<file path="src/rtl/mem_stage_pkg.sv">
// Shared types and constants for the MEM pipeline stage.
package mem_stage_pkg;

  localparam int unsigned DATA_W = 32;
  localparam int unsigned REG_W  = 5;
  localparam int unsigned BE_W   = DATA_W / 8;

  typedef enum logic {
    IDLE   = 1'b0,
    ACCESS = 1'b1
  } state_t;

  localparam logic [BE_W-1:0] BE_WORD = 4'b1111;
  localparam logic [BE_W-1:0] BE_B0   = 4'b0001;
  localparam logic [BE_W-1:0] BE_B1   = 4'b0010;
  localparam logic [BE_W-1:0] BE_B2   = 4'b0100;
  localparam logic [BE_W-1:0] BE_B3   = 4'b1000;

  // MEM/WB register payload
  typedef struct packed {
    logic              valid;
    logic              regwrite;
    logic              memtoreg;
    logic [DATA_W-1:0] aluout;
    logic [DATA_W-1:0] readdata;
    logic [REG_W-1:0]  writereg;
    logic              align_err;
    logic              bus_err;
  } wb_t;

  // Byte-lane enable for a byte access at the given offset
  function automatic logic [BE_W-1:0] byte_be(input logic [1:0] off);
    logic [BE_W-1:0] be;
    case (off)
      2'd0:    be = BE_B0;
      2'd1:    be = BE_B1;
      2'd2:    be = BE_B2;
      default: be = BE_B3;
    endcase
    return be;
  endfunction

endpackage

</file>
<file path="src/rtl/mem_stage_load_align.sv">
// Selects the addressed byte lane of load data and sign/zero-extends it.
module load_align
  import mem_stage_pkg::*;
(
  input  logic [DATA_W-1:0] rdata,
  input  logic [1:0]        addr,
  input  logic              is_byte,
  input  logic              is_unsigned,
  output logic [DATA_W-1:0] readdata
);

  logic [7:0] lane;

  always_comb begin
    lane     = rdata[7:0];
    readdata = rdata;
    case (addr)
      2'd0:    lane = rdata[7:0];
      2'd1:    lane = rdata[15:8];
      2'd2:    lane = rdata[23:16];
      default: lane = rdata[31:24];
    endcase
    if (is_byte) begin
      if (is_unsigned) readdata = {{(DATA_W-8){1'b0}}, lane};
      else             readdata = {{(DATA_W-8){lane[7]}}, lane};
    end
  end

endmodule

</file>
<file path="src/rtl/mem_stage.sv">
// MEM pipeline stage: req/ack data-memory access, pipeline stall and MEM/WB register.
module mem_stage
  import mem_stage_pkg::*;
#(
  parameter int unsigned TIMEOUT = 16
) (
  input  logic              clk,
  input  logic              reset,
  input  logic              valid_m,
  input  logic              memread_m,
  input  logic              memwrite_m,
  input  logic              byte_m,
  input  logic              unsigned_m,
  input  logic              regwrite_m,
  input  logic              memtoreg_m,
  input  logic [DATA_W-1:0] aluout_m,
  input  logic [DATA_W-1:0] writedata_m,
  input  logic [REG_W-1:0]  writereg_m,
  output logic              mem_req,
  output logic              mem_we,
  output logic [DATA_W-1:0] mem_addr,
  output logic [DATA_W-1:0] mem_wdata,
  output logic [BE_W-1:0]   mem_be,
  input  logic              mem_ack,
  input  logic [DATA_W-1:0] mem_rdata,
  output logic              stall_m,
  output logic              valid_w,
  output logic              regwrite_w,
  output logic              memtoreg_w,
  output logic [DATA_W-1:0] aluout_w,
  output logic [DATA_W-1:0] readdata_w,
  output logic [REG_W-1:0]  writereg_w,
  output logic              align_err_w,
  output logic              bus_err_w
);

  localparam int unsigned CNT_W = (TIMEOUT > 2) ? $clog2(TIMEOUT) : 1;

  state_t            state_q, state_d;
  logic [CNT_W-1:0]  cnt_q, cnt_d;
  logic              req_d, we_d;
  logic [DATA_W-1:0] addr_d, wdata_d;
  logic [BE_W-1:0]   be_d;
  wb_t               wb_q, wb_d, cap;
  logic              acc, mis, stall_c;
  logic [DATA_W-1:0] load_data;

  assign acc = valid_m & (memread_m | memwrite_m);
  assign mis = acc & ~byte_m & (aluout_m[1:0] != 2'b00);

  load_align u_load_align (
    .rdata       (mem_rdata),
    .addr        (aluout_m[1:0]),
    .is_byte     (byte_m),
    .is_unsigned (unsigned_m),
    .readdata    (load_data)
  );

  // Plain capture of the EX/MEM inputs into the MEM/WB payload
  always_comb begin
    cap           = '0;
    cap.valid     = valid_m;
    cap.regwrite  = valid_m & regwrite_m;
    cap.memtoreg  = memtoreg_m;
    cap.aluout    = aluout_m;
    cap.writereg  = writereg_m;
  end

  always_ff @(posedge clk) begin
    if (reset) begin
      state_q   <= IDLE;
      cnt_q     <= '0;
      mem_req   <= 1'b0;
      mem_we    <= 1'b0;
      mem_addr  <= '0;
      mem_wdata <= '0;
      mem_be    <= '0;
      wb_q      <= '0;
    end else begin
      state_q   <= state_d;
      cnt_q     <= cnt_d;
      mem_req   <= req_d;
      mem_we    <= we_d;
      mem_addr  <= addr_d;
      mem_wdata <= wdata_d;
      mem_be    <= be_d;
      wb_q      <= wb_d;
    end
  end

  // Next state, request registers and MEM/WB load; wb_d stays a bubble while stalled
  always_comb begin
    state_d = state_q;
    cnt_d   = cnt_q;
    req_d   = mem_req;
    we_d    = mem_we;
    addr_d  = mem_addr;
    wdata_d = mem_wdata;
    be_d    = mem_be;
    stall_c = 1'b0;
    wb_d    = '0;
    case (state_q)
      IDLE: begin
        if (acc && !mis) begin
          stall_c = 1'b1;
          we_d    = memwrite_m;
          addr_d  = {aluout_m[DATA_W-1:2], 2'b00};
          be_d    = byte_m ? byte_be(aluout_m[1:0]) : BE_WORD;
          wdata_d = byte_m ? {BE_W{writedata_m[7:0]}} : writedata_m;
          cnt_d   = '0;
          req_d   = 1'b1;
          state_d = ACCESS;
        end else begin
          wb_d = cap;
          if (mis) begin
            wb_d.align_err = 1'b1;
            wb_d.regwrite  = 1'b0;
          end
        end
      end
      ACCESS: begin
        cnt_d   = cnt_q + CNT_W'(1);
        stall_c = 1'b1;
        if (mem_ack) begin
          stall_c       = 1'b0;
          wb_d          = cap;
          wb_d.readdata = load_data;
          req_d         = 1'b0;
          state_d       = IDLE;
        end else if (cnt_q == CNT_W'(TIMEOUT - 1)) begin
          stall_c       = 1'b0;
          wb_d          = cap;
          wb_d.bus_err  = 1'b1;
          wb_d.regwrite = 1'b0;
          req_d         = 1'b0;
          state_d       = IDLE;
        end
      end
      default: state_d = IDLE;
    endcase
  end

  assign stall_m     = stall_c & ~reset;
  assign valid_w     = wb_q.valid;
  assign regwrite_w  = wb_q.regwrite;
  assign memtoreg_w  = wb_q.memtoreg;
  assign aluout_w    = wb_q.aluout;
  assign readdata_w  = wb_q.readdata;
  assign writereg_w  = wb_q.writereg;
  assign align_err_w = wb_q.align_err;
  assign bus_err_w   = wb_q.bus_err;

endmodule
</file>
<file path="config.mk">
export PLATFORM = sky130hd
export DESIGN_NAME = mem_stage
export DESIGN_NICKNAME = d
export VERILOG_FILES = /design/src/rtl/mem_stage_pkg.sv /design/src/rtl/mem_stage_load_align.sv /design/src/rtl/mem_stage.sv
export SDC_FILE = /design/constraint.sdc
export NUM_CORES = 1
export LEC_CHECK = 0
export BUFFER_PORTS_ARGS = -buffer_cell sky130_fd_sc_hd__buf_2
export CORE_ASPECT_RATIO = 1.1
export CORE_MARGIN = 5
export CORE_UTILIZATION = 48
export DETAILED_ROUTE_END_ITERATION = 7
export PLACE_DENSITY = 0.8
export SLEW_MARGIN = 20
export SYNTH_ARGS = -nofsm -noshare
export SYNTH_HDL_FRONTEND = slang
export SYNTH_HIERARCHICAL = 1
export SYNTH_SLANG_ARGS = --single-unit
</file>
<file path="constraint.sdc">
create_clock -name clk -period 1.9 [get_ports clk]
set_clock_uncertainty 0.05 [all_clocks]
set_input_delay 0.38 -clock clk [delete_from_list [all_inputs] [get_ports clk]]
set_output_delay 0.38 -clock clk [all_outputs]
set_load 0.005 [all_outputs]
</file>
==> reports/qor.txt, run 1 <==
Pre-Repair DR Iteration Count -> 5
Hold Crit Class -> in -> reg
Final nets -> 1004
EDFF count, synth -> 0
Critical Path Start -> byte_m
WP data arrival -> 1420 ps
CTS tree -> built
Routed Antenna Nets -> 0
P_leak -> 3.903 nW
critical path endpoint category -> output pin
clock root cell -> clkbuf_16
synthesis-stage register bit count -> 147
pwr/cell area -> 920.0 nW/um^2
hold_ws -> 161.9 ps
WL per Instance -> 16.71 um
Mapped Area -> 6075 um^2
most used flip-flop cell after synthesis -> dfxtp_1
Synth Instances -> 640
GPL Wtd Cong -> 0.8530
Yosys cell types -> 48
share of cells above drive strength 1 -> 0.4237
synth top area cells -> dfxtp_1 48%, mux2i_1 6.8%, mux2_2 5.7%
reg2reg start -> state_q
Area Overhead vs Synth -> 36.87%
Synth Area in Compound Gates -> 0.1143
number of global-route vias before repair -> 5431
Reg clk slew, reported paths -> 50 ps
Fin. Hold Viols -> 0
Fmax -> 540.6 MHz
top cell type by total area after synthesis -> dfxtp_1
Synth Area in XOR/XNOR -> 0.002884
worst skew pair latency -> 410 ps
# setup viols final -> 0
port buffer count -> 253
Initial Util -> 0.4846
fraction of registers with async set/reset -> 0
adder-cell share of the synthesized area -> 0.002060
YS warnings -> 6
Max VDD drop -> 0.0006942 V
die area -> 15010 um^2
Slew Limit Fails -> 0
placed wire-length estimate -> 13000 um
setup repair after global routing missed its margin -> no
Startpoint Class -> input port
CTS Buffer Depth -> 2
Cell Rows -> 43
DR vias -> 5477
largest net degree at the start of global routing -> 83
syn avg cell area -> 9.492 um^2
clk sinks -> 147
diodes inserted -> 0
Period minus WS final -> 1850 ps
number of top-level pins -> 256
die height -> 128.0 um
largest family of logic cells by synthesized area -> simple AND/OR/NAND/NOR gates
core area -> 12540 um^2
critical path required time -> 1470 ps
Filler cells -> 1021
crit share post-route -> 0.9735
gr usage total -> 0.2364
Setup CP Type -> in -> out
CP max FO -> 3
Die Span X -> 117.3 um
WL final -> 17730 um
initial antenna violation count -> 0
top-area cell type share of the netlist area -> 0.4844
max cap viols -> 0
# H-tree levels -> 4
Vias per Instance -> 5.162
hold_buf cts -> 0
Seq/Total Area, Yosys -> 0.4844
DR iter-0 viols -> 415
mux contribution to synthesized area -> 0.1250
Final Util -> 0.6632
CTS Buf Count -> 17
status -> finished, final reports clean
critical hold path startpoint -> mem_ack
Remaining DRCs -> 0
total global routing overflow -> 0
first-pass GRT wire length -> 27540 um
R2R setup slack -> 370 ps
simple-gate area share of the yosys netlist -> 0.1926
cell usage after synthesis (2+ instances only):
library cell    n
o21ai_2        20
buf_4           3
xor2_1          2
or3_1           2
nor4_1         27
o31ai_1         3
o21ai_0        13
a21o_1          2
and2_1         32
buf_6           5
and3_1          2
nand2b_1        2
nor3_1          3
o211ai_1        2
mux2_2         31
o21a_1          2
inv_1          51
a211oi_1       24
nand2_1        82
a31oi_1         2
nor3b_1        40
clkbuf_1       31
mux2i_1        41
dfxtp_1       147
nor2_1          3
or4_1           2
nand3b_1        9
a21oi_1        13
buf_2          16
nand3_1         3
o22ai_1         8
cells in the final DEF (no fill, tap or decap), types with 2 or more instances in the layout:
| cell | instances |
|---|---|
| and3_1 | 2 |
| nand3b_1 | 9 |
| dfxtp_1 | 144 |
| mux2i_1 | 41 |
| buf_4 | 23 |
| a211oi_1 | 24 |
| buf_12 | 12 |
| nor2_1 | 3 |
| o21ai_0 | 13 |
| and2_1 | 32 |
| mux2_2 | 31 |
| nor4_1 | 27 |
| buf_2 | 253 |
| inv_1 | 50 |
| o31ai_1 | 3 |
| clkbuf_16 | 17 |
| nand2b_1 | 2 |
| or4_1 | 2 |
| clkinv_4 | 2 |
| o211ai_1 | 2 |
| nand3_1 | 2 |
| clkbuf_8 | 2 |
| o21ai_2 | 21 |
| dfxtp_2 | 2 |
| o22ai_1 | 8 |
| a21o_1 | 2 |
| o21a_1 | 2 |
| xor2_1 | 2 |
| clkinvlp_4 | 4 |
| conb_1 | 2 |
| nand2_1 | 81 |
| a31oi_1 | 2 |
| bufinv_16 | 2 |
| nor3b_1 | 40 |
| a21oi_1 | 12 |
| clkinv_2 | 3 |
| nor3_1 | 3 |
routing by layer:
layer	global-route usage	up-vias	routed length, um
met2	0.3822	230	8634
met1	0.2893	2526	7109
met4	0.08704	0	431
met3	0.08168	32	1549
met5	0	-	0
li1	-	2689	-
final timing paths:
path                        to  depth (start not counted)
setup / recovery       stall_m                          5
setup reg to reg  mem_addr[17]                          5
hold reg to reg   mem_addr[31]                          2
hold / removal       bus_err_w                          2
timing repair:
action / 4_1_cts / 5_1_grt
pin swaps: 2 / 1
endpoints found under the setup margin: 1 / 1
setup buffers: 1 / 0
gates resized for setup: 9 / 3
flip-flops by register name (all words and copies together), names as in the netlist, 4 cells and up:
name	cells
aluout_w	32
mem_wdata	32
readdata_w	32
mem_addr	30
writereg_w	5
cnt_q	4
mem_be	4
metrics by stage:
stage | instance area, um^2 | total power, mW | TNS (ps) | cells | setup slack [ps]
2_1_floorplan | 6078 | 3.915 | 0 | 641 | 101.7
3_3_place_gp | 7677 | 4.402 | -70.42 | 1029 | -70.42
3_5_place_dp | 7677 | 4.419 | -51.85 | 1029 | -51.85
4_1_cts | 8302 | 7.710 | 0 | 1061 | 0.1337
5_1_grt | 8314 | 7.984 | 0 | 1061 | 10.66
6_report | 8314 | 7.649 | 0 | 1061 | 50.33
kinds of logic after synthesis:
logic type,count (synthesis)
compound gates,98
flops,147
other cells,1
simple gates,211
fa+ha+maj,1
mux,72
buf+inv,108
xor+xnor,2
cell type report:
type | instances | area [um^2] | share of cell area
Clock buffer | 19 | 452.9 | 0.05448
Clock inverter | 12 | 131.4 | 0.01580
Inverter | 52 | 195.2 | 0.02348
Multi-Input combinational cell | 386 | 2710 | 0.3260
Sequential cell | 147 | 2949 | 0.3547
Tap cell | 157 | 196.4 | 0.02363
Timing Repair Buffer | 288 | 1679 | 0.2020
power breakdown:
part	switching [mW]	total, mW	leakage [nW]	internal, mW
Sequential	0.0689	3.31	1.20	3.24
Clock	1.29	3.28	0.277	1.99
Combinational	0.543	1.05	2.42	0.511
critical path: stages:
cell and delay [ps]:
buf_2 170, o21ba_1 200, or3_4 410, a21oi_4 130, buf_2 130
Note: power is estimated with default switching activity, not from simulation.
==> run 2: changes to the inputs <==
- BUFFER_PORTS_ARGS: -buffer_cell sky130_fd_sc_hd__buf_2 -> not set
- CORE_UTILIZATION: 48 -> 53
- DONT_BUFFER_PORTS: not set -> 1
- PLACE_DENSITY: 0.8 -> 0.68
- clock period: 1.9 -> 2.4 ns (I/O delays scaled with it)
==> reports/qor.txt, run 2 (synthesis gave the netlist of run 1 again) <==
commonest cells after routing, fill and taps aside -> 147 x dfxtp_1, 82 x nand2_1, 50 x inv_1
post_cts resized -> 0
Fin. Hold Viols -> 0
Place WS -> 474.8 ps
WL per Instance -> 19.38 um
CTS Buffer Depth -> 2
CP max FO -> 22
Area Overhead vs Synth -> 10.61%
number of global-route vias before repair -> 4426
sequential share of power -> 0.454
Die Span X -> 112.1 um
critical path endpoint category -> output pin
largest net degree at the start of global routing -> 79
# setup viols final -> 0
CTS tree -> built
Initial Util -> 0.5358
status -> finished, final reports clean
# H-tree levels -> 4
Post-CTS Repair Setup Buffers -> 0
Fin Setup TNS -> 0 ps
WL met1 -> 5610 um
Hold Crit Class -> in -> reg
WP data arrival -> 1610 ps
initial antenna violation count -> 0
Max VDD drop -> 0.0004233 V
total global routing overflow -> 0
Combinational Power Share -> 0.075
die area -> 13710 um^2
Internal -> 4.488 mW
highest routed layer -> met4
DR vias -> 4441
critical path required time -> 1870 ps
WL final -> 15040 um
Setup CP Type -> reg -> out
commonest non-fill, non-tap cell in the layout -> dfxtp_1
max cap viols -> 0
setup repair after global routing missed its margin -> no
crit share post-route -> 0.8907
Vias per Instance -> 5.723
port buffer count -> 0
placed wire-length estimate -> 10660 um
first-pass GRT wire length -> 23410 um
CTS Buf Count -> 17
diodes inserted -> 0
P_leak -> 2.581 nW
DR iter-0 viols -> 308
gr usage total -> 0.2138
Startpoint Class -> flip-flop
share of cells above drive strength 1 -> 0.1534
met3 wire len -> 1639 um
hold_ws -> 108.1 ps
Final nets -> 726
Pre-Repair DR Iteration Count -> 4
die height -> 122.3 um
Routed Antenna Nets -> 0
Final Util -> 0.5927
clock root cell -> clkbuf_16
hold_buf cts -> 0
worst skew pair latency -> 410 ps
Period minus WS final -> 2138 ps
Reg clk slew, reported paths -> 60 ps
Clock power frac -> 0.471
Sw Share -> 0.2355
pwr/cell area -> 873.7 nW/um^2
Slew Limit Fails -> 0
Cell Rows -> 41
clk sinks -> 147
GPL Wtd Cong -> 0.7758
Fmax -> 467.8 MHz
number of top-level pins -> 256
slack of the critical path -> 262.4 ps
core area -> 11340 um^2
met2 routed WL -> 7418 um
Remaining DRCs -> 0
Sw Pwr -> 1.383 mW
==> run 2: changes by cell type in the layout (fill, tap and decap cells not counted), moves of 2 or more <==
cell        previous run  this run
buf_4                 23         8
inv_8                  0         2
clkinvlp_4             4         1
buf_2                253         0
clkinv_2               3         1
inv_6                  1         4
dfxtp_1              144       147
dfxtp_2                2         0
buf_12                12         2
==> run 2: path summary, 6_finish.rpt <==
| path | startpoint | to | slack [ps] | cells past startpoint |
|---|---|---|---|---|
| max | state_q | stall_m | 260 | 3 |
| min | reset | regwrite_w | 110 | 1 |
| max reg2reg | cnt_q[0] | memtoreg_w | 760 | 5 |
| min reg2reg | mem_wdata[18] | mem_wdata[18] | 420 | 2 |
==> run 2: cell type report <==
| class | instances | area, um^2 |
|---|---|---|
| fillers | 971 | 4618 |
| flip-flops and latches | 147 | 2943 |
| multi-input cells | 386 | 2671 |
| clock buffers | 19 | 452.9 |
| inverters | 52 | 195.2 |
| well taps | 150 | 187.7 |
| clock inverters | 12 | 168.9 |
| repair buffers | 10 | 100.1 |
==> run 2: critical path, cell delays in order (launching register included) <==
cell,delay [ps]
dfxtp_1,320
buf_4,210
or3_1,400
a21oi_1,270
==> run 2: layer usage <==
| metal | track usage | vias up |
|---|---|---|
| met5 | 0 | - |
| met4 | 0.07964 | 0 |
| met3 | 0.1080 | 27 |
| met2 | 0.3606 | 199 |
| met1 | 0.2323 | 2069 |
| li1 | - | 2146 |
==> run 2: power groups by stage <==
| stage | logic [mW] | clock network [mW] | registers, mW |
|---|---|---|---|
| finish | 0.442 | 2.77 | 2.66 |
| CTS | 0.444 | 2.82 | 2.67 |
| floorplan | 0.415 | 0 | 2.68 |
| detailed placement | 0.442 | 0 | 2.72 |
| global route | 0.492 | 2.95 | 2.68 |
| global placement | 0.426 | 0 | 2.72 |
==> run 2: metrics by stage <==
step | std cells | area (um^2) | power, mW
after floorplan | 641 | 6078 | 3.099
after global placement | 745 | 6097 | 3.145
after detailed placement | 745 | 6097 | 3.162
after CTS | 776 | 6719 | 5.929
after global routing | 776 | 6719 | 6.118
final | 776 | 6719 | 5.870
